**src/rtl/fetch_pkg.sv**
```systemverilog
// Shared types and constants for the instruction-fetch stage.
package fetch_pkg;

  typedef enum logic [1:0] {
    S_REQ     = 2'd0,
    S_WAIT    = 2'd1,
    S_DISCARD = 2'd2
  } fetch_state_e;

  localparam logic [31:0] RESET_PC_DEFAULT  = 32'h0000_0000;
  localparam logic [31:0] NOP_INSTR_DEFAULT = 32'h0000_0013;

  function automatic logic [31:0] word_align(input logic [31:0] a);
    return {a[31:2], 2'b00};
  endfunction

endpackage

```
**src/rtl/fetch_if.sv**
```systemverilog
// Instruction-memory request/response bus between fetch (master) and memory (slave).
interface fetch_if;

  logic        imem_req;
  logic [31:0] imem_addr;
  logic        imem_gnt;
  logic        imem_rvalid;
  logic [31:0] imem_rdata;

  modport master (
    output imem_req, imem_addr,
    input  imem_gnt, imem_rvalid, imem_rdata
  );

  modport slave (
    input  imem_req, imem_addr,
    output imem_gnt, imem_rvalid, imem_rdata
  );

endinterface

```
**src/rtl/if_id_reg.sv**
```systemverilog
// IF/ID pipeline register: loads a fetched word, holds under stall, flushes to a bubble.
module if_id_reg
  import fetch_pkg::*;
#(
  parameter logic [31:0] RESET_PC  = RESET_PC_DEFAULT,
  parameter logic [31:0] NOP_INSTR = NOP_INSTR_DEFAULT
) (
  input  logic        clk,
  input  logic        reset,
  input  logic        load,
  input  logic        flush,
  input  logic [31:0] load_instr,
  input  logic [31:0] load_pc4,
  output logic [31:0] instruccion,
  output logic [31:0] PCmas4,
  output logic        inst_valid
);

  logic [31:0] instr_q, instr_d;
  logic [31:0] pc4_q, pc4_d;
  logic        valid_q, valid_d;

  // Load wins over flush; the caller already masks load on a redirect.
  always_comb begin
    instr_d = instr_q;
    pc4_d   = pc4_q;
    valid_d = valid_q;
    if (load) begin
      instr_d = load_instr;
      pc4_d   = load_pc4;
      valid_d = 1'b1;
    end else if (flush) begin
      instr_d = NOP_INSTR;
      valid_d = 1'b0;
    end
  end

  always_ff @(posedge clk or posedge reset) begin
    if (reset) begin
      instr_q <= NOP_INSTR;
      pc4_q   <= RESET_PC + 32'd4;
      valid_q <= 1'b0;
    end else begin
      instr_q <= instr_d;
      pc4_q   <= pc4_d;
      valid_q <= valid_d;
    end
  end

  assign instruccion = instr_q;
  assign PCmas4      = pc4_q;
  assign inst_valid  = valid_q;

endmodule

```
**src/rtl/fetch.sv**
```systemverilog
// Instruction fetch: single-outstanding memory requests, branch redirect with
// stale-response discard, feeding the IF/ID register.
module fetch
  import fetch_pkg::*;
#(
  parameter logic [31:0] RESET_PC  = RESET_PC_DEFAULT,
  parameter logic [31:0] NOP_INSTR = NOP_INSTR_DEFAULT
) (
  input  logic        clk,
  input  logic        reset,
  input  logic        Select_PC,
  input  logic [31:0] dir_salto,
  input  logic        stall,
  fetch_if.master     imem,
  output logic [31:0] instruccion,
  output logic [31:0] PCmas4,
  output logic        inst_valid
);

  fetch_state_e state_q, state_d;
  logic [31:0]  pc_q, pc_d;
  logic [31:0]  pc_plus4;
  logic         redirect, slot_free, load, flush;

  assign pc_plus4  = pc_q + 32'd4;
  assign redirect  = Select_PC & inst_valid;
  assign slot_free = ~inst_valid | ~stall;
  assign load      = (state_q == S_WAIT) & imem.imem_rvalid & ~redirect;
  // A consumed slot with nothing arriving becomes a bubble.
  assign flush     = redirect | (inst_valid & ~stall & ~load);

  assign imem.imem_req  = ~reset & (state_q == S_REQ) & slot_free & ~redirect;
  assign imem.imem_addr = word_align(pc_q);

  always_comb begin
    state_d = state_q;
    pc_d    = pc_q;
    case (state_q)
      S_REQ: begin
        if (redirect) pc_d = word_align(dir_salto);
        else if (imem.imem_req && imem.imem_gnt) state_d = S_WAIT;
      end
      S_WAIT: begin
        if (redirect) begin
          pc_d    = word_align(dir_salto);
          state_d = imem.imem_rvalid ? S_REQ : S_DISCARD;
        end else if (imem.imem_rvalid) begin
          pc_d    = pc_plus4;
          state_d = S_REQ;
        end
      end
      S_DISCARD: begin
        if (redirect) pc_d = word_align(dir_salto);
        if (imem.imem_rvalid) state_d = S_REQ;
      end
      default: state_d = S_REQ;
    endcase
  end

  always_ff @(posedge clk or posedge reset) begin
    if (reset) begin
      state_q <= S_REQ;
      pc_q    <= RESET_PC;
    end else begin
      state_q <= state_d;
      pc_q    <= pc_d;
    end
  end

  if_id_reg #(
    .RESET_PC  (RESET_PC),
    .NOP_INSTR (NOP_INSTR)
  ) u_if_id (
    .clk         (clk),
    .reset       (reset),
    .load        (load),
    .flush       (flush),
    .load_instr  (imem.imem_rdata),
    .load_pc4    (pc_plus4),
    .instruccion (instruccion),
    .PCmas4      (PCmas4),
    .inst_valid  (inst_valid)
  );

endmodule

```
**src/flat_wrapper.sv**
```systemverilog
// flat-port wrapper written by rule: the top's interface ports become plain ports
module fetch_flat import fetch_pkg::*;
#(
  parameter logic [31:0] RESET_PC  = RESET_PC_DEFAULT,
  parameter logic [31:0] NOP_INSTR = NOP_INSTR_DEFAULT
)
  (clk, reset, Select_PC, dir_salto, stall, instruccion, PCmas4, inst_valid, imem_imem_req, imem_imem_addr, imem_imem_gnt, imem_imem_rvalid, imem_imem_rdata);
  fetch_if imem_i ();
  input  logic clk;
  input  logic reset;
  input  logic Select_PC;
  input  logic [31:0] dir_salto;
  input  logic stall;
  output logic [31:0] instruccion;
  output logic [31:0] PCmas4;
  output logic inst_valid;
  output wire logic [$bits(imem_i.imem_req)-1:0] imem_imem_req;
  output wire logic [$bits(imem_i.imem_addr)-1:0] imem_imem_addr;
  input wire logic [$bits(imem_i.imem_gnt)-1:0] imem_imem_gnt;
  input wire logic [$bits(imem_i.imem_rvalid)-1:0] imem_imem_rvalid;
  input wire logic [$bits(imem_i.imem_rdata)-1:0] imem_imem_rdata;
  assign imem_imem_req = imem_i.imem_req;
  assign imem_imem_addr = imem_i.imem_addr;
  assign imem_i.imem_gnt = imem_imem_gnt;
  assign imem_i.imem_rvalid = imem_imem_rvalid;
  assign imem_i.imem_rdata = imem_imem_rdata;
  fetch #(.RESET_PC(RESET_PC), .NOP_INSTR(NOP_INSTR)) u_core (.clk(clk), .reset(reset), .Select_PC(Select_PC), .dir_salto(dir_salto), .stall(stall), .imem(imem_i), .instruccion(instruccion), .PCmas4(PCmas4), .inst_valid(inst_valid));
endmodule
```
**config.mk**
```make
export PLATFORM = sky130hd
export DESIGN_NAME = fetch_flat
export DESIGN_NICKNAME = d
export VERILOG_FILES = /design/src/rtl/fetch_pkg.sv /design/src/rtl/fetch_if.sv /design/src/rtl/if_id_reg.sv /design/src/rtl/fetch.sv /design/src/flat_wrapper.sv
export SDC_FILE = /design/constraint.sdc
export NUM_CORES = 1
export LEC_CHECK = 0
export CORE_ASPECT_RATIO = 0.75
export CORE_MARGIN = 5
export CORE_UTILIZATION = 30
export CTS_CLUSTER_SIZE = 25
export DETAILED_ROUTE_END_ITERATION = 6
export SYNTH_ARGS = -nofsm -noshare
export SYNTH_HDL_FRONTEND = slang
export SYNTH_SLANG_ARGS = --single-unit
export TNS_END_PERCENT = 1
```
**constraint.sdc**
```tcl
create_clock -name clk -period 5.67 [get_ports clk]
set_input_delay 1.134 -clock clk [delete_from_list [all_inputs] [get_ports clk]]
set_output_delay 1.134 -clock clk [all_outputs]
set_load 0.02 [all_outputs]
```
# Yosys cells after proc, flatten, opt, wreduce, memory -nomap -nowiden
# Index checks and enable logic that the tools add are counted.
[op_classes] addsub=1 mul=0 n_div=0 magnitude_cmp=0 n_eq_ne=6 shift=0 mux=14 bitwise_logic=15 n_reduce_logical=7
[op_table] op="32-bit 2-to-1 mux" count=5
[op_table] op="32-bit one-hot mux with 2 select lines" count=1
[op_table] op="32-bit by 3-bit adder with 32-bit output, second input constant" count=1
[op_table] op="2-bit 2-to-1 mux" count=5
[op_table] op="1-bit bitwise AND" count=8
[op_table] op="2-bit one-hot mux with 3 select lines" count=1
[op_table] op="1-bit NOT" count=5
[op_table] op="2-bit inequality test, second input constant" count=2
[op_table] op="2-bit nonzero test" count=2
[op_table] op="3-bit by 2-bit inequality test with 1-bit output, second input constant" count=1
[op_table] op="3-bit AND reduction" count=1
[op_table] op="2-bit by 1-bit == test with 1-bit output, second input constant" count=1
[op_table] op="2-bit == test, second input constant" count=1
[op_table] op="2-bit logical NOT" count=1
[op_table] op="1-bit 2-to-1 mux" count=2
[op_table] op="2-bit by 1-bit inequality test with 1-bit output, second input constant" count=1
[op_table] op="1-bit OR" count=2
[op_table] op="2-bit AND reduction" count=1
[op_table] op="2-bit OR reduction" count=1
[op_table] op="1-bit logical AND" count=1
[word_totals] regBits=99 latch_bits=0 ramBits=0 rom_bits=0 input_bits=70 out_inout_bits=98 memories=0

# Logic depth before layout (Yosys ltp)
[depth] word_depth=8 ltp_mapped=8 ltp_nobuf=5

# Hierarchy
# A second synthesis with hierarchy kept.
[hier_totals] cells_unflattened=486 area_unflattened_um2=5012.3
[modules_own_cells] module="if_id_reg" n_inst=1 cells_per_inst=204 area_each_um2=2608.8 seq_area_each_um2=1631.6
[modules_own_cells] module="fetch" n_inst=1 cells_per_inst=282 area_each_um2=2403.6 seq_area_each_um2=800.8

# Worst setup path after synthesis
# OpenSTA, ideal clock, no wires.
[synth_timing] path_kind="input to output" startpoint="input Select_PC" endpoint="output imem_imem_req" t_arrival_ns=2.059 required_time_ns=4.536 path_slack_ns=2.477 cell_stages=2 path_buffers=0 cell_sequence="o21ai_0 nor4b_1"
[synth_between] elab_chain_len=3
[synth_rtl] element="start, declared" line_no="flat_wrapper.sv:11" rtl="input logic Select_PC;"
[synth_rtl] element="1-bit bitwise AND" line_no="fetch.sv:26" rtl="assign redirect = Select_PC & inst_valid;"
[synth_rtl] element="1-bit NOT" line_no="fetch.sv:32" rtl="assign imem.imem_req = ~reset & (state_q == S_REQ) & slot_free & ~redirect;"
[synth_rtl] element="1-bit bitwise AND" line_no="fetch.sv:32"
[synth_rtl] element="end, declared" line_no="flat_wrapper.sv:17" rtl="output wire logic [$bits(imem_i.imem_req)-1:0] imem_imem_req;"
# No other way between the ends.

# Final worst setup path
# Ends and elaborated chain as after synthesis.

==> summary.json <==
{
  "wire_length_after_detailed_routing": {"value": 15850, "unit": "um"},
  "ir_drop": {"value": 0.1884, "unit": "mV"},
  "postCtsSetupBuffers": {"value": 0},
  "path_clk_slew": {"value": 0.07, "unit": "ns"},
  "clk-insertion-delay-late": {"value": 0.35, "unit": "ns"},
  "synth_simple_gate_area_share": {"value": 20.01, "unit": "%"},
  "routed-via-count": {"value": 4549},
  "clock_tree.root_cell": {"value": "sky130_fd_sc_hd__clkbuf_16"},
  "syn_to_final_growth": {"value": 43.04, "unit": "%"},
  "synth.cells.most_frequent": {"value": "91 x sky130_fd_sc_hd__dfrtp_1, 50 x sky130_fd_sc_hd__nand2_1, 40 x sky130_fd_sc_hd__nand3_1"},
  "worst-endpoint-required": {"value": 4.54, "unit": "ns"},
  "comb_power_share": {"value": 45.6, "unit": "%"},
  "pin_count_of_the_biggest_net_entering_global_routing": {"value": 64},
  "cts-hold-fix-buffers": {"value": 0},
  "firstDrtPassIters": {"value": 5},
  "die_footprint": {"value": 18600, "unit": "sq um"},
  "critical_path_peak_fanout": {"value": 5},
  "syn_area_per_cell": {"value": 9.825, "unit": "sq um"},
  "max_cap_violations": {"value": 0},
  "async_flop_share": {"value": 100.0, "unit": "%"},
  "seq_power_share": {"value": 36.4, "unit": "%"},
  "synthMuxAreaShare": {"value": 0.2354, "unit": "%"},
  "min_delay_path_class": {"value": "reg2reg"},
  "clock_power_share": {"value": 18.0, "unit": "%"},
  "max_slew_vio_count": {"value": 0},
  "coreArea": {"value": 15820, "unit": "sq um"},
  "fmax": {"value": 253.8, "unit": "MHz"},
  "finalNetCount": {"value": 691},
  "crit_path_start_kind": {"value": "input port"},
  "distinct_cell_type_count_of_the_synthesized_netlist": {"value": 53},
  "number_of_antenna_violations_at_the_first_check_in_global_routing": {"value": 0},
  "synth_area_leader_cell": {"value": "sky130_fd_sc_hd__dfrtp_1"},
  "fp.dieW": {"value": 155.8, "unit": "um"},
  "power_switching_share": {"value": 41.16, "unit": "%"},
  "grt_util_all_layers": {"value": 17.13, "unit": "%"},
  "crit_arrival": {"value": 2.81, "unit": "ns"},
  "post_route_cells_drive_above_1_share": {"value": 6.400, "unit": "%"},
  "synth-seq-area-share": {"value": 49.79, "unit": "%"},
  "detailedPlacementHpwl": {"value": 11280, "unit": "um"},
  "detail_route.drc_violations": {"value": 0},
  "total_switching_power": {"value": 0.001503, "unit": "W"},
  "rows": {"value": 40},
  "tightestPinTransition": {"value": 1.047, "unit": "ns"},
  "avgRoutedWirePerCell": {"value": 18.98, "unit": "um"},
  "cts_inserted_buffers": {"value": 9},
  "initial_utilization": {"value": 30.25, "unit": "%"},
  "die_h": {"value": 119.4, "unit": "um"},
  "finalClockSkew": {"value": 0.005938, "unit": "ns"},
  "crit_path_end_kind": {"value": "primary output"},
  "number_of_enable_flip_flop_cells_after_synthesis": {"value": 0},
  "ant_nets": {"value": 0},
  "max_slew_margin": {"value": 30.19, "unit": "%"},
  "setup.worst_path.class": {"value": "in2out"},
  "static-leakage-power": {"value": 2.683, "unit": "nW"},
  "report.final.hold_viol_count": {"value": 0},
  "antenna_cells_inserted": {"value": 0},
  "first_global_vias": {"value": 4519},
  "clock_path_buffers": {"value": 2},
  "yosys.area_share.xor_xnor": {"value": 2.197, "unit": "%"},
  "period_share": {"value": 69.49, "unit": "%"},
  "hold_path_startpoint": {"value": "u_core.u_if_id.PCmas4[5]$_DFFE_PP0N_"},
  "drc_violation_total_after_the_first_tritonroute_iteration": {"value": 279},
  "outcome": {"value": "complete, no violations"},
  "timing.final.crit_period": {"value": 3.940, "unit": "ns"},
  "post_synth_fa_ha_maj_area_fraction": {"value": 0.2615, "unit": "%"},
  "synth.ff_latch_count": {"value": 95},
  "layout_setup_ws": {"value": 1.730, "unit": "ns"},
  "synth.cell_area": {"value": 4785, "unit": "sq um"},
  "grt_overflow": {"value": 0},
  "route.detailed.vias_per_inst": {"value": 5.448},
  "synth_flop_cell": {"value": "sky130_fd_sc_hd__dfrtp_1"},
  "grt_first_pass_wirelength": {"value": 25150, "unit": "um"},
  "r2r-start": {"value": "u_core.pc_q[2]$_DFFE_PP0P_"},
  "tritoncts_clock_tree": {"value": "built"},
  "port-buffer-count": {"value": 161},
  "io_pins": {"value": 168},
  "postCtsResizedCells": {"value": 0},
  "largest_cells_by_area_after_synthesis": {"value": "sky130_fd_sc_hd__dfrtp_1 48%, sky130_fd_sc_hd__a22o_1 5.3%, sky130_fd_sc_hd__nand3_1 4.2%, sky130_fd_sc_hd__nand2_1 3.9%, sky130_fd_sc_hd__a32oi_1 3.1%"},
  "place_worst_setup_slack": {"value": 1.739, "unit": "ns"},
  "clock_sinks": {"value": 95},
  "yosys_warnings": {"value": 0},
  "synthesis.instances": {"value": 487},
  "crit_start": {"value": "Select_PC"},
  "synth_area_in_compound_gates": {"value": 22.41, "unit": "%"},
  "setup-tns-final": {"value": 0, "unit": "ns"},
  "p_int": {"value": 0.002149, "unit": "W"},
  "htreeDepth": {"value": 3},
  "rsz_0062_raised_after_global_routing": {"value": "false"},
  "power_density": {"value": 533.7, "unit": "nW/um^2"},
  "synth_top_area_share": {"value": 47.59, "unit": "%"},
  "gp_congestion": {"value": 0.8117},
  "synth_top_family_by_area": {"value": "compound AO/OA/AOI/OAI gates"},
  "most_frequent_cell_after_synthesis": {"value": "sky130_fd_sc_hd__dfrtp_1"},
  "report.final.setup_viol": {"value": 0}
}
critical path, stage by stage:
cell                              delay, ns
sky130_fd_sc_hd__clkdlybuf4s50_1       0.50
sky130_fd_sc_hd__o21ai_0               0.17
sky130_fd_sc_hd__nor4b_1               0.31
sky130_fd_sc_hd__clkdlybuf4s50_1       0.68
cells by family after synthesis:
kind of cell,after synthesis
simple gates,178
compound gates,146
flops,95
buf+inv,53
xor+xnor,12
fa+ha+maj,1
other cells,1
mux,1
sequential cells by signal (all words and copies together), names as in the netlist:
signal                      flops
u_core.pc_q                    30
u_core.u_if_id.PCmas4          30
u_core.u_if_id.instruccion     32
u_core.state_q                  2
u_core.u_if_id.inst_valid       1
through the flow:
step                      cell area (sq um)  hold slack (ns)  total power (W)  utilization [%]  instances
after floorplan                        4796           0.5031         0.002160                -        490
after global placement                 6524           0.4613         0.002970            41.25        819
after detailed placement               6524           0.4716         0.003002            41.25        819
after CTS                              6844           0.4851         0.003678            43.28        835
after global routing                   6844           0.5226         0.003879            43.28        835
final                                  6844           0.4784         0.003653            43.28        835
path summary, 6_finish.rpt:
path,cells after the start,endpoint,slack [ns]
setup / recovery,4,imem_imem_req,1.73
hold / removal,2,u_core.u_if_id.PCmas4[5]$_DFFE_PP0N_,0.48
setup reg to reg,5,u_core.u_if_id.PCmas4[20]$_DFFE_PP0N_,3.17
hold reg to reg,2,u_core.u_if_id.PCmas4[5]$_DFFE_PP0N_,0.48
max in group asynchronous,3,u_core.u_if_id.PCmas4[2]$_DFFE_PP1N_,3.38
min in group asynchronous,2,u_core.u_if_id.PCmas4[19]$_DFFE_PP0N_,1.31
routing by layer:
layer	up-vias	part of all wire, %	GRT usage, %
met2	225	43	24.78
met3	14	11	6.974
li1	2124	-	-
met1	2186	45	23.90
met4	0	1.2	3.937
met5	-	0	0
layout make-up:
class / instances / area [sq um]
clock buffer: 9 / 225.2
sequential: 95 / 2382
timing repair buffer: 167 / 1669
clock inverter: 7 / 95.09
multi-input combinational: 342 / 2188
tap: 210 / 262.8
inverter: 5 / 21.27
fill: 1523 / 8971
placed cells by master (no fill, tap or decap), types with 15 or more instances in the layout:
cell type / netlist / final
sky130_fd_sc_hd__clkdlybuf4s50_1: 0 / 161
sky130_fd_sc_hd__dfrtp_1: 91 / 91
sky130_fd_sc_hd__nand2_1: 50 / 50
sky130_fd_sc_hd__nand3_1: 40 / 40
sky130_fd_sc_hd__a22o_1: 29 / 29
sky130_fd_sc_hd__o21ai_0: 27 / 26
sky130_fd_sc_hd__or4_1: 18 / 18
sky130_fd_sc_hd__o211ai_1: 17 / 17
sky130_fd_sc_hd__a32oi_1: 17 / 17
sky130_fd_sc_hd__nor2_1: 16 / 15
power groups by stage:
stage | Clock, W | Sequential [W] | Combinational, W
floorplan | 0 | 0.00155 | 0.000613
global placement | 0 | 0.00131 | 0.00166
detailed placement | 0 | 0.00133 | 0.00167
CTS | 0.000677 | 0.00132 | 0.00168
global route | 0.000709 | 0.00138 | 0.00179
finish | 0.000659 | 0.00133 | 0.00167
No activity file was read; power rests on OpenSTA's default activity.
==> edit 1: new RTL, same settings <==
Re-encode `fetch_state_e` (3 states) as one-hot, 3 bits wide.
--- a/src/rtl/fetch_pkg.sv
+++ b/src/rtl/fetch_pkg.sv
@@ -1,10 +1,10 @@
 // Shared types and constants for the instruction-fetch stage.
 package fetch_pkg;
 
-  typedef enum logic [1:0] {
-    S_REQ     = 2'd0,
-    S_WAIT    = 2'd1,
-    S_DISCARD = 2'd2
+  typedef enum logic [2:0] {
+    S_REQ     = 3'b001,
+    S_WAIT    = 3'b010,
+    S_DISCARD = 3'b100
   } fetch_state_e;
 
   localparam logic [31:0] RESET_PC_DEFAULT  = 32'h0000_0000;
Check against the original RTL: same outputs for any inputs over 10 cycles, from zero or initial values and one cycle with reset high; not proved beyond that.
==> edit 1 against the unedited design <==
Sequential power decreased by 5%; wire length is 7.6% lower; total power fell by 9.2%; largest power group unchanged; highest routed layer unchanged; sequential cell count grew 1; synthesized area is 1.9% lower; via count fell by 6.8%; register-to-register slack worse by 70 ps; fmax grew 0.91%; critical path type unchanged; die area fell by 1.8%; setup slack improved by 35 ps; final area is 1.2% lower.
==> edit 1: results (changes against the unedited design) <==
Crit Reg-Reg Endpoint=u_core.pc_q[18] (was u_core.u_if_id.PCmas4[20]); post-synthesis sequential area ratio=51.3% (was 49.8%); first-pass GRT wire length=24,000 um (was 25,200 um); CP Launch Type=input port (unchanged); worst-path fanout max=21 (was 5); Switch Pwr=0.00133 W (was 0.00150 W); DP Area=0.00648 sq mm (was 0.00652 sq mm); htree depth=3 (unchanged); Setup Fix Bufs, Post-CTS=0 (unchanged); pre-CTS setup slack=1740 ps (about the same); Max IR drop VDD=200 uV (was 188 uV); share of cells above drive strength 1=6.46% (was 6.40%); DR iter-0 viols=285 (was 279); worst endpoint data arrival time=2770 ps (was 2810 ps); r2r startpoint=u_core.state_q[0] (was u_core.pc_q[2]); Netlist cell types=50 (was 53); placer congestion estimate=0.799 (was 0.812); Lkg Pwr=2.74 nW (was 2.68 nW); run status=finished clean (unchanged); clock root buffer=clkbuf_16 (unchanged); reg2reg path depth=6 (was 5); final WL=14,600 um (was 15,800 um); drt via density=5.05 (was 5.45); largest net degree at the start of global routing=78 (was 64); largest cells by area after synthesis=dfrtp_1 49%, a22o_1 5.4%, nand2_1 5.2% (was dfrtp_1 48%, a22o_1 5.3%, nand3_1 4.2%); total of fill cells in the finished design=1,462 (was 1,523); fin nets=701 (was 691); synth cell count leaders=91 x dfrtp_1, 65 x nand2_1, 46 x o21ai_0 (was 91 x dfrtp_1, 50 x nand2_1, 40 x nand3_1); antenna violations before repair=0 (unchanged); actual slew at the worst max-slew pin=1250 ps (was 1050 ps); Layout Skew=8.50 ps (was 5.94 ps); FF-to-FF setup slack=3100 ps (was 3170 ps); worst setup path startpoint=reset (was Select_PC); CTS Buf Count=9 (unchanged); Detail Placement HPWL=10,600 um (was 11,300 um); Tot GR Track Use=16.3% (was 17.1%)
-- edit 1: cell types whose count changed after synthesis, moves of 6 or more --
cell      unedited run  this run
nand3_1             40        13
o21ai_0             27        46
or4_1               18         0
a32oi_1             17         0
o211ai_1            17         1
nand2_1             50        65
a21oi_1             13        27
xnor2_1              7        21
buf_2               12         3
inv_1                5        12
nor2_1              16        23
o31a_1               0         6
-- edit 1: stage by stage --
stage / std cells / util (%) / hold slack, ps
2_1_floorplan: 487 / - / 492
3_3_place_gp: 824 / 42.4 / 446
3_5_place_dp: 824 / 42.4 / 458
4_1_cts: 840 / 44.3 / 468
5_1_grt: 840 / 44.3 / 485
6_report: 840 / 44.3 / 465
-- edit 1: critical path, delay by kind of cell --
family	cells	cell delay (ps)
simple gates	2	290
buf+inv	3	1340
-- edit 1: how the worst min path moves through the flow --
stage | from | to | slack, ps | depth (start not counted)
after floorplan | u_core.u_if_id.instruccion[0] | u_core.u_if_id.instruccion[0] | 490 | 2
after global placement | u_core.u_if_id.instruccion[4] | u_core.u_if_id.instruccion[4] | 450 | 2
final | u_core.u_if_id.instruccion[1] | u_core.u_if_id.instruccion[1] | 470 | 2
after detailed placement | u_core.u_if_id.instruccion[1] | u_core.u_if_id.instruccion[1] | 460 | 2
after global routing | u_core.u_if_id.instruccion[1] | u_core.u_if_id.instruccion[1] | 490 | 2
after CTS | u_core.u_if_id.instruccion[1] | u_core.u_if_id.instruccion[1] | 470 | 2
-- edit 1: power by group through the flow --
stage / sequential, W / clock [W] / combinational [W]
2_1_floorplan: 0.00152 / 0 / 0.000470
3_3_place_gp: 0.00125 / 0 / 0.00148
3_5_place_dp: 0.00127 / 0 / 0.00150
4_1_cts: 0.00126 / 0.000605 / 0.00150
5_1_grt: 0.00131 / 0.000635 / 0.00159
6_report: 0.00126 / 0.000583 / 0.00148
-- edit 1: kinds of logic after synthesis --
logic type / after synthesis / synth area share, %
other: 1 / 0.0799
xor gates and xnor gates: 29 / 5.41
AOI/OAI and AO/OA: 157 / 22.2
DFF: 96 / 51.3
buffers and inverters: 46 / 4.08
and+or+nand+nor: 154 / 16.7
adders and majority gates: 1 / 0.267
-- edit 1: cell type report --
cell class                      instances  area share [%]
Clock buffer                            9            3.33
Clock inverter                          7           0.814
Inverter                               12           0.703
Multi-Input combinational cell        345            31.3
Sequential cell                        96            35.6
Tap cell                              205            3.79
Timing Repair Buffer                  166            24.4
-- edit 1: layer usage --
| layer | up-vias | routed length (um) | track usage [%] |
|---|---|---|---|
| met5 | - | 0 | 0 |
| met4 | 0 | 167 | 4.25 |
| met3 | 9 | 870 | 4.42 |
| met2 | 118 | 6790 | 25.2 |
| met1 | 2073 | 6810 | 22.5 |
| li1 | 2040 | - | - |
==> edit 2: new RTL, same settings <==
Without the edit above. Reset style: synchronous (`reset`), changed in 2 clocked blocks.
--- a/src/rtl/if_id_reg.sv
+++ b/src/rtl/if_id_reg.sv
@@ -35,7 +35,7 @@
     end
   end
 
-  always_ff @(posedge clk or posedge reset) begin
+  always_ff @(posedge clk) begin
     if (reset) begin
       instr_q <= NOP_INSTR;
       pc4_q   <= RESET_PC + 32'd4;
--- a/src/rtl/fetch.sv
+++ b/src/rtl/fetch.sv
@@ -57,7 +57,7 @@
     endcase
   end
 
-  always_ff @(posedge clk or posedge reset) begin
+  always_ff @(posedge clk) begin
     if (reset) begin
       state_q <= S_REQ;
       pc_q    <= RESET_PC;
Behaviour: differs if reset is asserted again (counterexample within 4 cycles, from zero or initial values and one cycle with reset high); with reset held inactive, the same outputs for 10 cycles.
==> edit 2 against the unedited design <==
Setup slack lost 100 ps; final area fell by 5.2%; synthesized cell count rose by 9.4%; non-clock buffer count did not move; sequential share of layout area shrank 5.5 points; sequential cell count did not move; first-iteration DRC count up 8.2%; register-to-register slack improved by 20 ps; synthesized area down 5.1%; wire length fell by 2.9%; hold slack worse by 13 ps; critical endpoint unchanged.
Power is not compared: it rests on default switching activity, and its combinational part moved more than twofold at a synthesized area within 25%.
==> edit 2: results (changes against the unedited design) <==
run status=finished clean (unchanged); synth cell count leaders=95 x dfxtp_1, 70 x nor2_1, 43 x nand2_1 (was 91 x dfrtp_1, 50 x nand2_1, 40 x nand3_1); Post-synth ARST share=0% (was 100%); top routing layer used=met5 (was met4); hold_sp=u_core.u_if_id.PCmas4[3] (was u_core.u_if_id.PCmas4[5]); worst setup path startpoint=Select_PC (unchanged); share of cells above drive strength 1=5.82% (was 6.40%); vias in the first global route=4,267 (was 4,519); Avg WL per Cell=17.6 um (was 19.0 um); Worst-path clk slew=70 ps (about the same); placer congestion estimate=0.837 (was 0.812); FF-to-FF setup slack=3190 ps (was 3170 ps); Met1 Routed Length=7200 um (was 7140 um); fin nets=738 (was 691); post-synthesis sequential area ratio=41.9% (was 49.8%); worst-path fanout max=6 (was 5); met1 Usage GRT=23.3% (was 23.9%); Max IR drop VDD=145 uV; Netlist cell types=56 (was 53); largest net degree at the start of global routing=74 (was 64); r2r startpoint=u_core.pc_q[4] (was u_core.pc_q[2]); Layout Skew=7.89 ps (was 5.94 ps); Port Buffer Count=161 (unchanged); most common cell in the synthesized netlist=dfxtp_1 (was dfrtp_1); Total Power=0.00149 W; met2 usage=24.2% (was 24.8%); max reg flops=32 (unchanged); actual slew at the worst max-slew pin=1050 ps (about the same); Antenna Cells=0 (unchanged); Crit Reg-Reg Endpoint=u_core.pc_q[31] (was u_core.u_if_id.PCmas4[20]); Post-Synth XOR/XNOR Area=5.59% (was 2.20%); Tot GR Track Use=16.5% (was 17.1%); total of fill cells in the finished design=1,531 (was 1,523); first-pass GRT wire length=23,500 um (was 25,200 um); drt via density=5.17 (was 5.45); met2 wire length=6830 um (was 6790 um); DR iter-0 viols=302 (was 279); worst endpoint data arrival time=2910 ps (was 2810 ps); antenna violations before repair=1 (was 0); Adder-Cell Fraction of Synth Area=0.275% (was 0.262%); GRT met3 Usage=4.63% (was 6.97%); Detail Placement HPWL=11,100 um (was 11,300 um); Combinational Power Share=14.6%; largest cells by area after synthesis=dfxtp_1 42%, nor2_1 5.8%, a22oi_1 5.6% (was dfrtp_1 48%, a22o_1 5.3%, nand3_1 4.2%); Hold WS=465 ps (was 478 ps); met3 WL post-DR=1030 um (was 1720 um); Main synth FF type=dfxtp_1 (was dfrtp_1); post-synthesis compound-gate area fraction=24.0% (was 22.4%); hold endpoint=u_core.u_if_id.PCmas4[3] (was u_core.u_if_id.PCmas4[5]); multiplexer area fraction after synthesis=0.331% (was 0.235%)
==> edit 2: cell types whose count changed in the layout (fill, tap and decap cells not counted), sizes merged, moves of 20 or more <==
cell    change
dfrtp      -91
nand3      -21
nor2       +55
a22oi      +30
a211oi     +20
a22o       -22
dfxtp      +95
a21oi      +27
==> edit 2: area by class of cell <==
cell class / count / share of cell area, %
Sequential cell: 95 / 29.3
Clock inverter: 4 / 0.366
Inverter: 4 / 0.231
Timing Repair Buffer: 167 / 25.5
Clock buffer: 10 / 3.68
Multi-Input combinational cell: 390 / 37.0
Tap cell: 205 / 3.95
==> edit 2: worst register-to-register path: cells and delay by family, from the launching register on <==
family,cells,cell delay [ps]
AND/OR/NAND/NOR,4,1680
flip-flops,1,560
AO/OA/AOI/OAI,1,160
==> edit 2: metrics by stage <==
step	setup WS [ps]	std cells	area, sq um	utilization [%]
floorplan	2480	536	4550	-
global placement	1630	861	6220	41.4
detailed placement	1640	861	6220	41.4
CTS	1630	875	6490	43.2
global route	1490	875	6490	43.2
finish	1630	875	6490	43.2
